===== src/rtl/stack_program_sequencer_pkg.sv =====
// stack_program_sequencer shared types.
// Opcode values and sequencer state encodings.
package stack_program_sequencer_pkg;

  typedef enum logic [1:0] {
    SEQ_IDLE   = 2'd0,
    SEQ_CPURST = 2'd1,
    SEQ_FETCH  = 2'd2,
    SEQ_EXEC   = 2'd3
  } seq_state_t;

  typedef enum logic [3:0] {
    OP_NOOP = 4'h0,
    OP_PUSH = 4'h1,
    OP_POP  = 4'h2,
    OP_OUTL = 4'h3,
    OP_OUTH = 4'h4,
    OP_SWAP = 4'h5,
    OP_PUSF = 4'h6,
    OP_REPL = 4'h7,
    OP_BINA = 4'h8,
    OP_MULT = 4'h9,
    OP_IDIV = 4'hA,
    OP_CLFL = 4'hB
  } op_t;

endpackage


===== src/rtl/stack_program_sequencer_decode.sv =====
// stack_program_sequencer opcode decoder.
// Maps an opcode to its exec length and operand use.
module seq_op_decode
  import stack_program_sequencer_pkg::*;
(
  input  logic [3:0] opcode,
  output logic [1:0] exec_len,
  output logic       has_operand
);

  // exec cycles after fetch, and whether the next nibble is an operand
  always_comb begin
    exec_len    = 2'd1;
    has_operand = 1'b0;
    case (op_t'(opcode))
      OP_PUSH: begin exec_len = 2'd2; has_operand = 1'b1; end
      OP_POP:  exec_len = 2'd2;
      OP_OUTL: exec_len = 2'd1;
      OP_OUTH: exec_len = 2'd1;
      OP_SWAP: exec_len = 2'd2;
      OP_PUSF: begin exec_len = 2'd2; has_operand = 1'b1; end
      OP_REPL: begin exec_len = 2'd2; has_operand = 1'b1; end
      OP_BINA: begin exec_len = 2'd2; has_operand = 1'b1; end
      OP_MULT: exec_len = 2'd3;
      OP_IDIV: exec_len = 2'd3;
      OP_CLFL: exec_len = 2'd1;
      default: exec_len = 2'd1;
    endcase
  end

endmodule


===== src/rtl/stack_program_sequencer.sv =====
// stack_program_sequencer: nibble program store and replay
// onto stack_cpu inbits with per-opcode timing.
module stack_program_sequencer
  import stack_program_sequencer_pkg::*;
#(
  parameter int DEPTH   = 16,
  parameter int ADDR_W  = $clog2(DEPTH),
  parameter bit LOOP_EN = 1'b0
) (
  input  logic              clk,
  input  logic              rst,
  input  logic              load_valid,
  input  logic [3:0]        load_nibble,
  output logic              load_ready,
  input  logic              start,
  input  logic              abort,
  output logic              cpu_rst,
  output logic [3:0]        cpu_inbits,
  output logic              busy,
  output logic              done,
  output logic              trunc_err,
  output logic [ADDR_W-1:0] pc
);

  localparam int CNT_W = ADDR_W + 1;

  logic [3:0] mem [DEPTH];

  seq_state_t        state_q, state_d;
  logic [CNT_W-1:0]  prog_len_q;
  logic [ADDR_W-1:0] pc_q, pc_d;
  logic [1:0]        cnt_q, cnt_d;

  logic [3:0]        opcode;
  logic [3:0]        op_nib;
  logic [1:0]        exec_len;
  logic              has_op;
  logic [CNT_W-1:0]  pc_ext;
  logic [CNT_W-1:0]  next_pc;
  logic              last_op;
  logic [3:0]        operand;
  logic              load_fire;
  logic              start_fire;
  logic              trunc_set;

  seq_op_decode u_dec (
    .opcode      (opcode),
    .exec_len    (exec_len),
    .has_operand (has_op)
  );

  assign opcode  = mem[pc_q];
  assign op_nib  = mem[pc_q + ADDR_W'(1)];
  assign pc_ext  = {1'b0, pc_q};
  assign next_pc = pc_ext + CNT_W'(1) + CNT_W'(has_op);
  assign last_op = (pc_ext + CNT_W'(1)) >= prog_len_q;
  assign operand = (has_op && !last_op) ? op_nib : 4'h0;

  assign load_ready = (state_q == SEQ_IDLE) &&
                      (prog_len_q != CNT_W'(DEPTH));
  assign load_fire  = load_valid && load_ready;
  assign busy       = (state_q != SEQ_IDLE);
  assign pc         = pc_q;

  // program memory write port, contents survive reset
  always_ff @(posedge clk) begin
    if (load_fire)
      mem[prog_len_q[ADDR_W-1:0]] <= load_nibble;
  end

  // state, pc, exec counter and program length
  always_ff @(posedge clk or posedge rst) begin
    if (rst) begin
      state_q    <= SEQ_IDLE;
      pc_q       <= '0;
      cnt_q      <= '0;
      prog_len_q <= '0;
    end else begin
      state_q <= state_d;
      pc_q    <= pc_d;
      cnt_q   <= cnt_d;
      if (load_fire)
        prog_len_q <= prog_len_q + CNT_W'(1);
    end
  end

  // sticky truncation flag, cleared by a new load or run
  always_ff @(posedge clk or posedge rst) begin
    if (rst)
      trunc_err <= 1'b0;
    else if (load_fire || start_fire)
      trunc_err <= 1'b0;
    else if (trunc_set)
      trunc_err <= 1'b1;
  end

  // next-state and CPU drive
  always_comb begin
    state_d    = state_q;
    pc_d       = pc_q;
    cnt_d      = cnt_q;
    cpu_rst    = 1'b0;
    cpu_inbits = 4'h0;
    done       = 1'b0;
    start_fire = 1'b0;
    trunc_set  = 1'b0;
    unique case (state_q)
      SEQ_IDLE: begin
        cpu_rst = 1'b1;
        if (start && (prog_len_q != '0)) begin
          start_fire = 1'b1;
          pc_d       = '0;
          state_d    = SEQ_CPURST;
        end
      end
      SEQ_CPURST: begin
        cpu_rst = 1'b1;
        state_d = SEQ_FETCH;
      end
      SEQ_FETCH: begin
        cpu_inbits = opcode;
        cnt_d      = exec_len - 2'd1;
        trunc_set  = has_op && last_op;
        state_d    = SEQ_EXEC;
      end
      SEQ_EXEC: begin
        cpu_inbits = operand;
        if (cnt_q != 2'd0) begin
          cnt_d = cnt_q - 2'd1;
        end else if (next_pc >= prog_len_q) begin
          done = 1'b1;
          if (LOOP_EN) begin
            pc_d    = '0;
            state_d = SEQ_FETCH;
          end else begin
            state_d = SEQ_IDLE;
          end
        end else begin
          pc_d    = next_pc[ADDR_W-1:0];
          state_d = SEQ_FETCH;
        end
      end
      default: state_d = SEQ_IDLE;
    endcase
    if (abort && (state_q != SEQ_IDLE)) begin
      state_d = SEQ_IDLE;
      done    = 1'b0;
    end
  end

endmodule


===== config.mk =====
export PLATFORM = sky130hd
export DESIGN_NAME = stack_program_sequencer
export DESIGN_NICKNAME = d
export VERILOG_FILES = /design/src/rtl/stack_program_sequencer_pkg.sv /design/src/rtl/stack_program_sequencer_decode.sv /design/src/rtl/stack_program_sequencer.sv
export SDC_FILE = /design/constraint.sdc
export NUM_CORES = 1
export LEC_CHECK = 0
export BUFFER_PORTS_ARGS = -buffer_cell sky130_fd_sc_hd__buf_2
export CAP_MARGIN = 20
export CORE_MARGIN = 2
export CORE_UTILIZATION = 55
export DETAILED_ROUTE_END_ITERATION = 8
export PLACE_DENSITY = 0.8
export SLEW_MARGIN = 25
export SYNTH_ARGS = -nofsm -noshare
export SYNTH_HDL_FRONTEND = slang
export SYNTH_SLANG_ARGS = --single-unit

===== constraint.sdc =====
create_clock -name clk -period 4.55 [get_ports clk]
set_input_delay 0.2275 -clock clk [delete_from_list [all_inputs] [get_ports clk]]
set_output_delay 0.2275 -clock clk [all_outputs]
set_load 0.1 [all_outputs]

=== After elaboration in Yosys (flattened, before gate mapping) ===
Memories as Yosys holds them, arrays and structs flattened.
Index checks and enable logic that the tools add are counted.

* Logic and storage cells: 81
* Memory bits (writable): 64
* Register bits after elaboration: 14
* Memories: 1

* $add $sub $neg: 6
* Eq/ne operators: 18
* $lt $le $gt $ge: 2
* Reduce and logical (&&, ||, !) cells: 22
* Mux-type cells: 27

{| class="wikitable"
|+ Memories
! memory !! depth !! width !! rd ports !! clocked after Yosys merged registers in !! write ports !! line !! text
|-
| mem || 16 || 4 || 2 || 0 || 1 || stack_program_sequencer.sv:27 || <nowiki>logic [3:0] mem [DEPTH];</nowiki>
|}

{| class="wikitable"
|+ Operators by type and width
! operator !! count
|-
| $mux W4 || 4
|-
| $pmux W4 S2 || 2
|-
| $mux W1 || 13
|-
| $eq A4 B3 Y1 const B || 3
|-
| $eq A4 B4 Y1 const B || 3
|-
| $ge A5 B5 Y1 || 2
|-
| $mux W2 || 5
|-
| $reduce_bool A2 Y1 || 5
|-
| $pmux W2 S2 || 2
|-
| $pmux W2 S4 || 1
|-
| $logic_and A1 B1 Y1 || 6
|-
| $ne A2 B2 Y1 const B || 3
|-
| $reduce_or A6 Y1 || 1
|-
| $add A4 B1 Y5 const B || 1
|-
| $add A5 B1 Y5 || 1
|-
| $add A5 B1 Y5 const B || 1
|-
| $ne A5 B5 Y1 const B || 1
|-
| $reduce_bool A5 Y1 || 1
|-
| $add A4 B1 Y4 const B || 1
|-
| $eq A2 B2 Y1 const B || 2
|-
| $eq A4 B1 Y1 const B || 1
|-
| $eq A4 B2 Y1 const B || 1
|-
| $reduce_and A2 Y1 || 2
|-
| $reduce_and A4 Y1 || 1
|-
| 10 further kinds || 12
|}

=== Depth between registers and ports, before layout ===
Gate-level depths: netlist (run 1).
An unclocked memory read counts as a cell.

* Word-level depth: 10
* Mapped depth: 19
* Depth with buffers taken out: 16

=== By module ===
A second synthesis (run 1) with hierarchy kept.

* Cell total of the unflattened synthesis: 278
* Area, all modules: 4,229.1 sq um

{| class="wikitable"
|+ By module, submodules not included
! module !! cells an instance !! sequential area each (sq um) !! times used !! area each (sq um)
|-
| stack_program_sequencer || 269 || 2,272.2 || 1 || 4,160.2
|-
| seq_op_decode || 9 || 0.0 || 1 || 68.8
|}

=== Worst setup path after synthesis (run 1) ===
Ideal clock, no wire load.

* Path type: register to output
* Start: register pc_q[0], in the netlist pc[0]
* End: output port done
* Required time: 4.323 ns
* Path buffers: 2
* Cell stages (with the launch flop): 18
* Setup slack: -1.748 ns
* Arrival: 6.070 ns
* Cells stage by stage: dfrtp_1 -> buf_6 -> buf_6 -> mux4_2 -> a22oi_2 -> nand3_2 -> nand2_1 -> o21ai_2 -> or2_1 -> ha_1 -> ha_1 -> xor2_1 -> ha_1 -> a21o_1 -> a21oi_1 -> nor2b_1 -> o21a_1 -> a21boi_0

* Cells in the longest elaborated chain, start to end: 10

{| class="wikitable"
|+ RTL lines
! what !! line !! text
|-
| start: declaration || stack_program_sequencer.sv:31 || <nowiki>logic [ADDR_W-1:0] pc_q, pc_d;</nowiki>
|-
| start signal: assignment || stack_program_sequencer.sv:80 || <nowiki>pc_q <= pc_d;</nowiki>
|-
| $mem_v2 Z16 W4 || n/a ||
|-
| $eq A4 B1 Y1, or another cell as far along || stack_program_sequencer_decode.sv:15 || <nowiki>case (op_t'(opcode))</nowiki>
|-
| $reduce_or A4 Y1 (no line) || n/a ||
|-
| $mux W1 || stack_program_sequencer_decode.sv:15 ||
|-
| $add A5 B1 Y5 (*) || stack_program_sequencer.sv:55 || <nowiki>assign next_pc = pc_ext + CNT_W'(1) + CNT_W'(has_op);</nowiki>
|-
| $ge A5 B5 Y1 (*) || stack_program_sequencer.sv:130 || <nowiki>end else if (next_pc >= prog_len_q) begin</nowiki>
|-
| $mux W1 (*) || stack_program_sequencer.sv:130 ||
|-
| $mux W1 (*) || stack_program_sequencer.sv:128 || <nowiki>if (cnt_q != 2'd0) begin</nowiki>
|-
| $mux W1 (*) || stack_program_sequencer.sv:107 || <nowiki>unique case (state_q)</nowiki>
|-
| $mux W1 (*) || stack_program_sequencer.sv:145 || <nowiki>if (abort && (state_q != SEQ_IDLE)) begin</nowiki>
|-
| end: declaration || stack_program_sequencer.sv:20 || <nowiki>output logic done,</nowiki>
|}

Mark *: on every way between the ends. The rest lies on a longest branch, timed or not.

=== Worst setup path after layout (run 1) ===
Ends and elaborated chain as after synthesis.

==> summary.md, run 1 <==
| Metric | Value |
|---|---|
| Outcome | `complete, no violations` |
| Fin crit period | `about 4.5 ns` |
| Slew @ Worst Pin | `approximately 0.63 ns` |
| Die Span X | `91.7 um` |
| Number of synthesized register bits | `78` |
| Root buffer cell | `clkbuf_8` |
| Row cnt | `31` |
| Clk pwr share | `0.199` |
| WL per Instance | `around 21 um` |
| Final Setup Violations | `0` |
| Post-DP HPWL | `between 6000 and 7000 um` |
| DR vias | `around 2700` |
| Drt drc | `0` |
| Power density cells | `514 nW/um^2` |
| Pint | `1.49 mW` |
| Area grow syn2layout | `13.7%` |
| Cts bufs inserted | `9` |
| Register share of total power | `0.384` |
| Global-route wire length before repair | `between 10000 and 15000 um` |
| Final core utilization | `0.655` |
| Total grt overflow | `0` |
| Sw Ratio | `0.397` |
| Max-cap check violation count | `0` |
| Comb pwr share | `0.417` |
| CP Data Required Time | `roughly 4.3 ns` |
| Vias/cell | `6.16` |
| Finished Cell Area | `roughly 4800 sq um` |
| # clock sinks | `78` |
| Die Ht | `~92 um` |
| Post-synthesis cell count | `a little under 300` |
| Synthesized cell area | `between 4000 and 5000 sq um` |
| Initial core utilization | `0.576` |
| Setup crit end kind | `output port` |
| Final nets | `roughly 350` |
| Vias in the first global route | `2688` |
| Fin crit share | `0.982` |
| Worst EP arrival | `roughly 4.2 ns` |
| N_diodes | `0` |
| Slew HR | `0.575` |
| Iteration-0 DRC Markers | `between 200 and 250` |
| Unique masters post-synth | `~50` |
| Die area | `roughly 8400 sq um` |
| Antenna-violating nets left | `0` |
| Total GRT Usage | `0.233` |
| Core area | `~7300 sq um` |
| CP max FO | `9` |
| Final setup TNS | `0 ns` |
| Initial antenna violation count | `0` |
| YS warnings | `0` |
| Final-report hold violation count | `0` |
| H-tree lvl count | `3` |
| GP Congestion | `between 0.9 and 1` |
| Worst Hold Class | `in -> reg` |
| Fmax | `~220 MHz` |
| Share of layout cells above drive strength 1 | `0.338` |
| Setup crit start kind | `flip-flop` |
| Seq/Total Area, Yosys | `0.538` |
| Routed WL | `about 9200 um` |
| Pleak | `~1.8 nW` |
| Largest net degree at the start of global routing | `21` |
| TritonRoute pass-1 iters | `4` |
| Syn Nets | `318` |
| Max Slew Vio Count | `0` |
| I/O Pins | `22` |
| Crit path kind | `reg -> out` |
| IO Port Bufs | `21` |
| Dpl cell area | `4440 sq um` |
| Worst hold slack | `roughly 0.10 ns` |
| Worst skew pair latency | `about 0.36 ns` |
| Syn_area_per_cell | `approximately 14 sq um` |
| Skew final | `around 0.01 ns` |
| Worst setup slack after layout | `between 0.08 and 0.09 ns` |
| Clk slew on worst S/H paths | `roughly 0.09 ns` |
| CTS tree | `yes` |
| Pre-CTS setup slack | `0.299 ns` |
| Clock buffer depth | `2` |
| NetSw | `roughly 0.98 mW` |
| Worst IR Drop VDD | `185 uV` |
-- final timing paths --
path | from | endpoint | slack [ns] | depth (start not counted)
min in group asynchronous | rst | trunc_err | 0.45 | 3
max | pc[0] | done | 0.08 | 18
min | abort | state_q[1] | 0.10 | 2
max in group asynchronous | rst | pc[1] | 3.68 | 3
max reg2reg | pc[0] | pc[0] | 0.53 | 18
min reg2reg | cnt_q[1] | cnt_q[1] | 0.56 | 2
-- cell type report --
class | count | area [sq um]
clock inverter | 7 | 63.8
fill | 496 | 2530
tap | 99 | 124
sequential | 78 | 2280
timing repair buffer | 38 | 278
multi-input combinational | 180 | 1860
clock buffer | 9 | 124
inverter | 19 | 71.3
-- logic make-up (layout without fill, tap and decap cells) --
group                      count (synthesis)  after routing  synth area share
AOI/OAI and AO/OA                         28             28            0.0459
and+or+nand+nor                           86             86             0.105
adders and majority gates                 17             17            0.0503
muxes                                     40             40             0.203
xor gates and xnor gates                   9              9            0.0222
DFF                                       78             78             0.538
buffers and inverters                     34             73            0.0361
-- worst max-delay path: stages, from the launching register on --
cell	delay, ns
dfrtp_4	0.50
buf_12	0.13
buf_8	0.13
mux4_2	0.51
nand2_1	0.13
nand3_2	0.14
or2_4	0.30
o21ai_4	0.18
or2_1	0.14
ha_1	0.21
ha_4	0.22
ha_1	0.27
a21o_1	0.16
a21o_1	0.18
a21oi_2	0.12
nor2b_1	0.06
o21a_1	0.18
a21boi_4	0.15
buf_12	0.16
-- sequential cells by signal, summed over array words and instances (netlist names) --
register and count:
mem 64, cnt_q 2, pc 4, prog_len_q 5, trunc_err 1, state_q 2
-- layout by cell type (no fill, tap or decap), types with 3 or more instances in the layout --
cell type,n
edfxtp_1,64
a22oi_2,3
mux4_2,36
dfrtp_1,12
xnor2_1,5
buf_4,12
o21ai_1,6
ha_1,16
nor2_1,19
nor2b_1,3
mux2i_1,3
o21ai_0,3
clkbuf_8,9
nand2_1,22
buf_2,20
nor3_1,9
nand3_1,10
nand2b_1,4
inv_1,18
-- power groups by stage --
| stage | combinational, mW | sequential, mW | clock, mW |
|---|---|---|---|
| 2_1_floorplan | 0.780 | 0.922 | 0 |
| 3_5_place_dp | 0.917 | 0.974 | 0 |
| 5_1_grt | 1.11 | 0.964 | 0.527 |
| 3_3_place_gp | 0.902 | 0.968 | 0 |
| 6_report | 1.03 | 0.949 | 0.493 |
| 4_1_cts | 0.934 | 0.956 | 0.501 |
-- Yosys cell counts, drive strengths merged --
library cell | instances | share of area
and3b | 1 | 0.0021
nand2b | 4 | 0.0059
o22ai | 2 | 0.0044
buf | 9 | 0.014
nand2 | 24 | 0.021
o21ai | 10 | 0.013
and2 | 1 | 0.0015
edfxtp | 64 | 0.45
nand3b | 1 | 0.0018
xnor2 | 6 | 0.014
a21o | 2 | 0.0036
nor2 | 19 | 0.017
and2b | 1 | 0.0018
o211ai | 1 | 0.0018
mux4 | 36 | 0.19
nand3 | 13 | 0.019
xor2 | 3 | 0.0080
o21a | 1 | 0.0018
inv | 19 | 0.017
a31o | 1 | 0.0021
nor2b | 4 | 0.0059
nand4 | 2 | 0.0030
clkbuf | 6 | 0.0053
or2 | 2 | 0.0036
mux2i | 3 | 0.0071
nor3 | 10 | 0.015
and4 | 1 | 0.0021
o31ai | 2 | 0.0036
a21oi | 3 | 0.0036
nor4 | 1 | 0.0030
ha | 17 | 0.050
a31oi | 2 | 0.0030
mux2 | 1 | 0.0027
dfrtp | 14 | 0.083
and3 | 2 | 0.0030
a22oi | 3 | 0.0077
a21boi | 1 | 0.0018
-- through the flow --
stage | std cells | power, mW
3_5_place_dp | 402 | 1.89
6_report | 430 | 2.47
2_1_floorplan | 292 | 1.70
4_1_cts | 421 | 2.39
5_1_grt | 430 | 2.60
3_3_place_gp | 402 | 1.87
-- per-layer routing --
| layer | global-route usage | wire length (um) | vias up |
|---|---|---|---|
| met5 | 0 | 0 | - |
| met4 | 0.0972 | 249 | 0 |
| met3 | 0.0460 | 643 | 19 |
| met2 | 0.361 | 4470 | 120 |
| met1 | 0.326 | 3790 | 1322 |
| li1 | - | - | 1189 |
-- what timing repair did --
| action | in CTS | in global routing |
|---|---|---|
| hold buffers | 1 | 0 |
| buffers inserted | 2 | 9 |
| gates resized for setup | 1 | 16 |
| pin swaps | 0 | 9 |
| hold endpoints to repair | 14 | 0 |
| endpoints found under the setup margin | 1 | 1 |
(Power assumes the default switching activity.)
==> inputs of run 2 (changes only) <==
- HOLD_SLACK_MARGIN: unset -> 0.12
- clock period: 4.55 -> 4.5 ns (I/O delays scaled with it)
==> run 2 against run 1 <==
Die area stayed put. Via count is 3.3% higher. Clock-buffer cell count stayed put. Sequential share of layout area is 0.14 points lower. Core utilization is 0.19 points higher. Non-clock buffer count is 1 higher. Clock power is 4.3% higher. Critical path depth stayed put. Cell count stayed put. Sequential power is 1% higher. Critical endpoint unchanged. Largest cell class unchanged.
==> summary.md, run 2 (synthesized netlist as in run 1, its figures left out) <==
| Metric | Value |
|---|---|
| Drt drc | `0 (unchanged)` |
| Pint | `1.56 mW (+4.6%)` |
| Fin crit period | `4.41 ns` |
| Final Setup Violations | `0 (unchanged)` |
| CTS tree | `yes` |
| Global-route wire length before repair | `15300 um (+6.6%)` |
| Cts bufs inserted | `9 (unchanged)` |
| Register share of total power | `0.376 (-0.008)` |
| # clock sinks | `78 (unchanged)` |
| Final-report hold violation count | `0 (unchanged)` |
| Worst skew pair latency | `0.37 ns (about the same)` |
| Met2 Usage GRT | `0.385 (+0.0245)` |
| IO Port Bufs | `21 (unchanged)` |
| Row cnt | `31 (unchanged)` |
| Clock buffer depth | `2 (unchanged)` |
| Final nets | `353 (+0.28%)` |
| Routed WL | `9640 um (+5.3%)` |
| Worst Hold Class | `in -> reg` |
| Max FFs per register | `64 (unchanged)` |
| Vias/cell | `6.37 (+3.3%)` |
| Root buffer cell | `clkbuf_8` |
| Crit path kind | `reg -> out` |
| Max-cap check violation count | `0 (unchanged)` |
| Fin crit share | `0.981` |
| Worst EP arrival | `4.19 ns (-0.05 ns)` |
| Pre-CTS setup slack | `0.236 ns (-0.0626 ns)` |
| Comb pwr share | `0.422 (+0.005)` |
| Initial antenna violation count | `0 (unchanged)` |
| Share of layout cells above drive strength 1 | `0.338 (unchanged)` |
| Fmax | `between 200 and 250 MHz` |
| H-tree lvl count | `3 (unchanged)` |
| Area grow syn2layout | `14.0%` |
| Pleak | `1.77 nW (+0.69%)` |
| Slew @ Worst Pin | `0.677 ns (+0.0440 ns)` |
| Die area | `8400 sq um (unchanged)` |
| Clk slew on worst S/H paths | `0.08 ns (about the same)` |
| Total GRT Usage | `0.248 (+0.0154)` |
| CP Data Required Time | `4.28 ns (-0.04 ns)` |
| Initial core utilization | `0.576 (unchanged)` |
| Skew final | `0.0158 ns (+0.00588 ns)` |
| I/O Pins | `22 (unchanged)` |
| Commonest non-fill, non-tap cell in the layout | `edfxtp_1` |
| Worst hold slack | `0.197 ns (+0.0947 ns)` |
| Vias in the first global route | `2737 (+1.8%)` |
| Sw Ratio | `0.388 (-0.00886)` |
| Setup crit end kind | `output port` |
| Iteration-0 DRC Markers | `316 (+29%)` |
| TritonRoute pass-1 iters | `7 (+3)` |
| Met1 Usage GRT | `0.339 (+0.0132)` |
| Setup crit start kind | `flip-flop` |
| Outcome | `complete, no violations` |
| Max Slew Vio Count | `0 (unchanged)` |
| CP max FO | `6 (-3)` |
| Met3 Track Usage GR | `0.0698 (+0.0238)` |
| GP Congestion | `0.890 (-3.4%)` |
| Total grt overflow | `0 (unchanged)` |
| Power density cells | `529 nW/um^2 (+2.8%)` |
| Slew HR | `0.545 (-0.0296)` |
| N_diodes | `0 (unchanged)` |
| Core area | `7330 sq um (unchanged)` |
| Most frequent cells in the layout | `edfxtp_1, mux4_2, nand2_1, buf_2, nor2_1` |
| Final setup TNS | `0 ns (unchanged)` |
| WL per Instance | `22.4 um (+5.3%)` |
| Antenna-violating nets left | `0 (unchanged)` |
| Clk pwr share | `0.202 (+0.003)` |
| NetSw | `0.989 mW (+0.83%)` |
| Busiest grt layer | `met2` |
| Largest net degree at the start of global routing | `21 (unchanged)` |
| Worst setup slack after layout | `0.0865 ns (+0.00246 ns)` |
| Die Span X | `91.7 um (unchanged)` |
| Post-DP HPWL | `6630 um (+1.5%)` |
| Die Ht | `91.7 um (unchanged)` |
| Worst IR Drop VDD | `202 uV (+9.2%)` |
| DR vias | `2738 (+3.3%)` |
-- run 2: cell types whose count changed in the layout (fill, tap and decap cells not counted), sizes merged --
cell,previous run,this run
dlygate4sd3,1,2
clkinv,1,4
inv,23,19
clkinvlp,2,1
bufinv,0,1
-- run 2: path summary, 6_finish.rpt --
| check | from | end | slack, ns | depth (start not counted) |
|---|---|---|---|---|
| hold reg to reg | cnt_q[1] | cnt_q[1] | 0.56 | 2 |
| setup reg to reg | pc[0] | pc[0] | 0.50 | 18 |
| hold / removal | start | state_q[0] | 0.20 | 3 |
| setup / recovery | pc[0] | done | 0.09 | 18 |
| min in group asynchronous | rst | pc[1] | 0.45 | 3 |
| max in group asynchronous | rst | pc[0] | 3.62 | 3 |
-- run 2: what timing repair did --
action / 4_1_cts / 5_1_grt
setup buffers: 7 / 3
resized for setup: 2 / 16
pin swaps: 1 / 11
endpoints found under the hold margin: 16 / 0
hold buffers: 2 / 0
endpoints found under the setup margin: 1 / 1
-- run 2: critical path, cell delays in order (launching register included) --
cell,delay [ns]
dfrtp_4,0.46
buf_4,0.18
mux4_2,0.53
a22oi_2,0.24
nand3_4,0.16
nand2_4,0.13
o21ai_4,0.07
or2_1,0.27
ha_4,0.28
inv_1,0.04
ha_1,0.27
nand2b_4,0.14
a21o_1,0.17
a21o_1,0.18
a21oi_2,0.13
nor2b_1,0.07
o21a_1,0.20
a21boi_4,0.14
buf_12,0.16
-- run 2: cell type report --
| type | instances | area (sq um) |
|---|---|---|
| Timing Repair Buffer | 39 | 268 |
| Clock buffer | 9 | 124 |
| Clock inverter | 6 | 63.8 |
| Sequential cell | 78 | 2280 |
| Tap cell | 99 | 124 |
| Inverter | 19 | 71.3 |
| Fill cell | 469 | 2510 |
| Multi-Input combinational cell | 180 | 1890 |
-- run 2: stage by stage --
stage | utilization | instance area (sq um) | power, mW | cells
2_1_floorplan | - | 4240 | 1.72 | 292
3_3_place_gp | 0.607 | 4450 | 1.90 | 403
3_5_place_dp | 0.607 | 4450 | 1.93 | 403
4_1_cts | 0.643 | 4710 | 2.46 | 427
5_1_grt | 0.657 | 4820 | 2.68 | 430
6_report | 0.657 | 4820 | 2.55 | 430
-- run 2: power by group through the flow --
stage               clock [mW]  combinational [mW]  sequential [mW]
floorplan                    0               0.788            0.932
global placement             0               0.924            0.977
detailed placement           0               0.943            0.983
global route             0.553                1.15            0.969
finish                   0.514                1.08            0.959
CTS                      0.516               0.995            0.953
-- run 2: per-layer routing --
layer	vias to the layer above	routed length, um
li1	1181	-
met1	1387	3980
met2	150	4780
met3	20	649
met4	0	232
met5	-	0
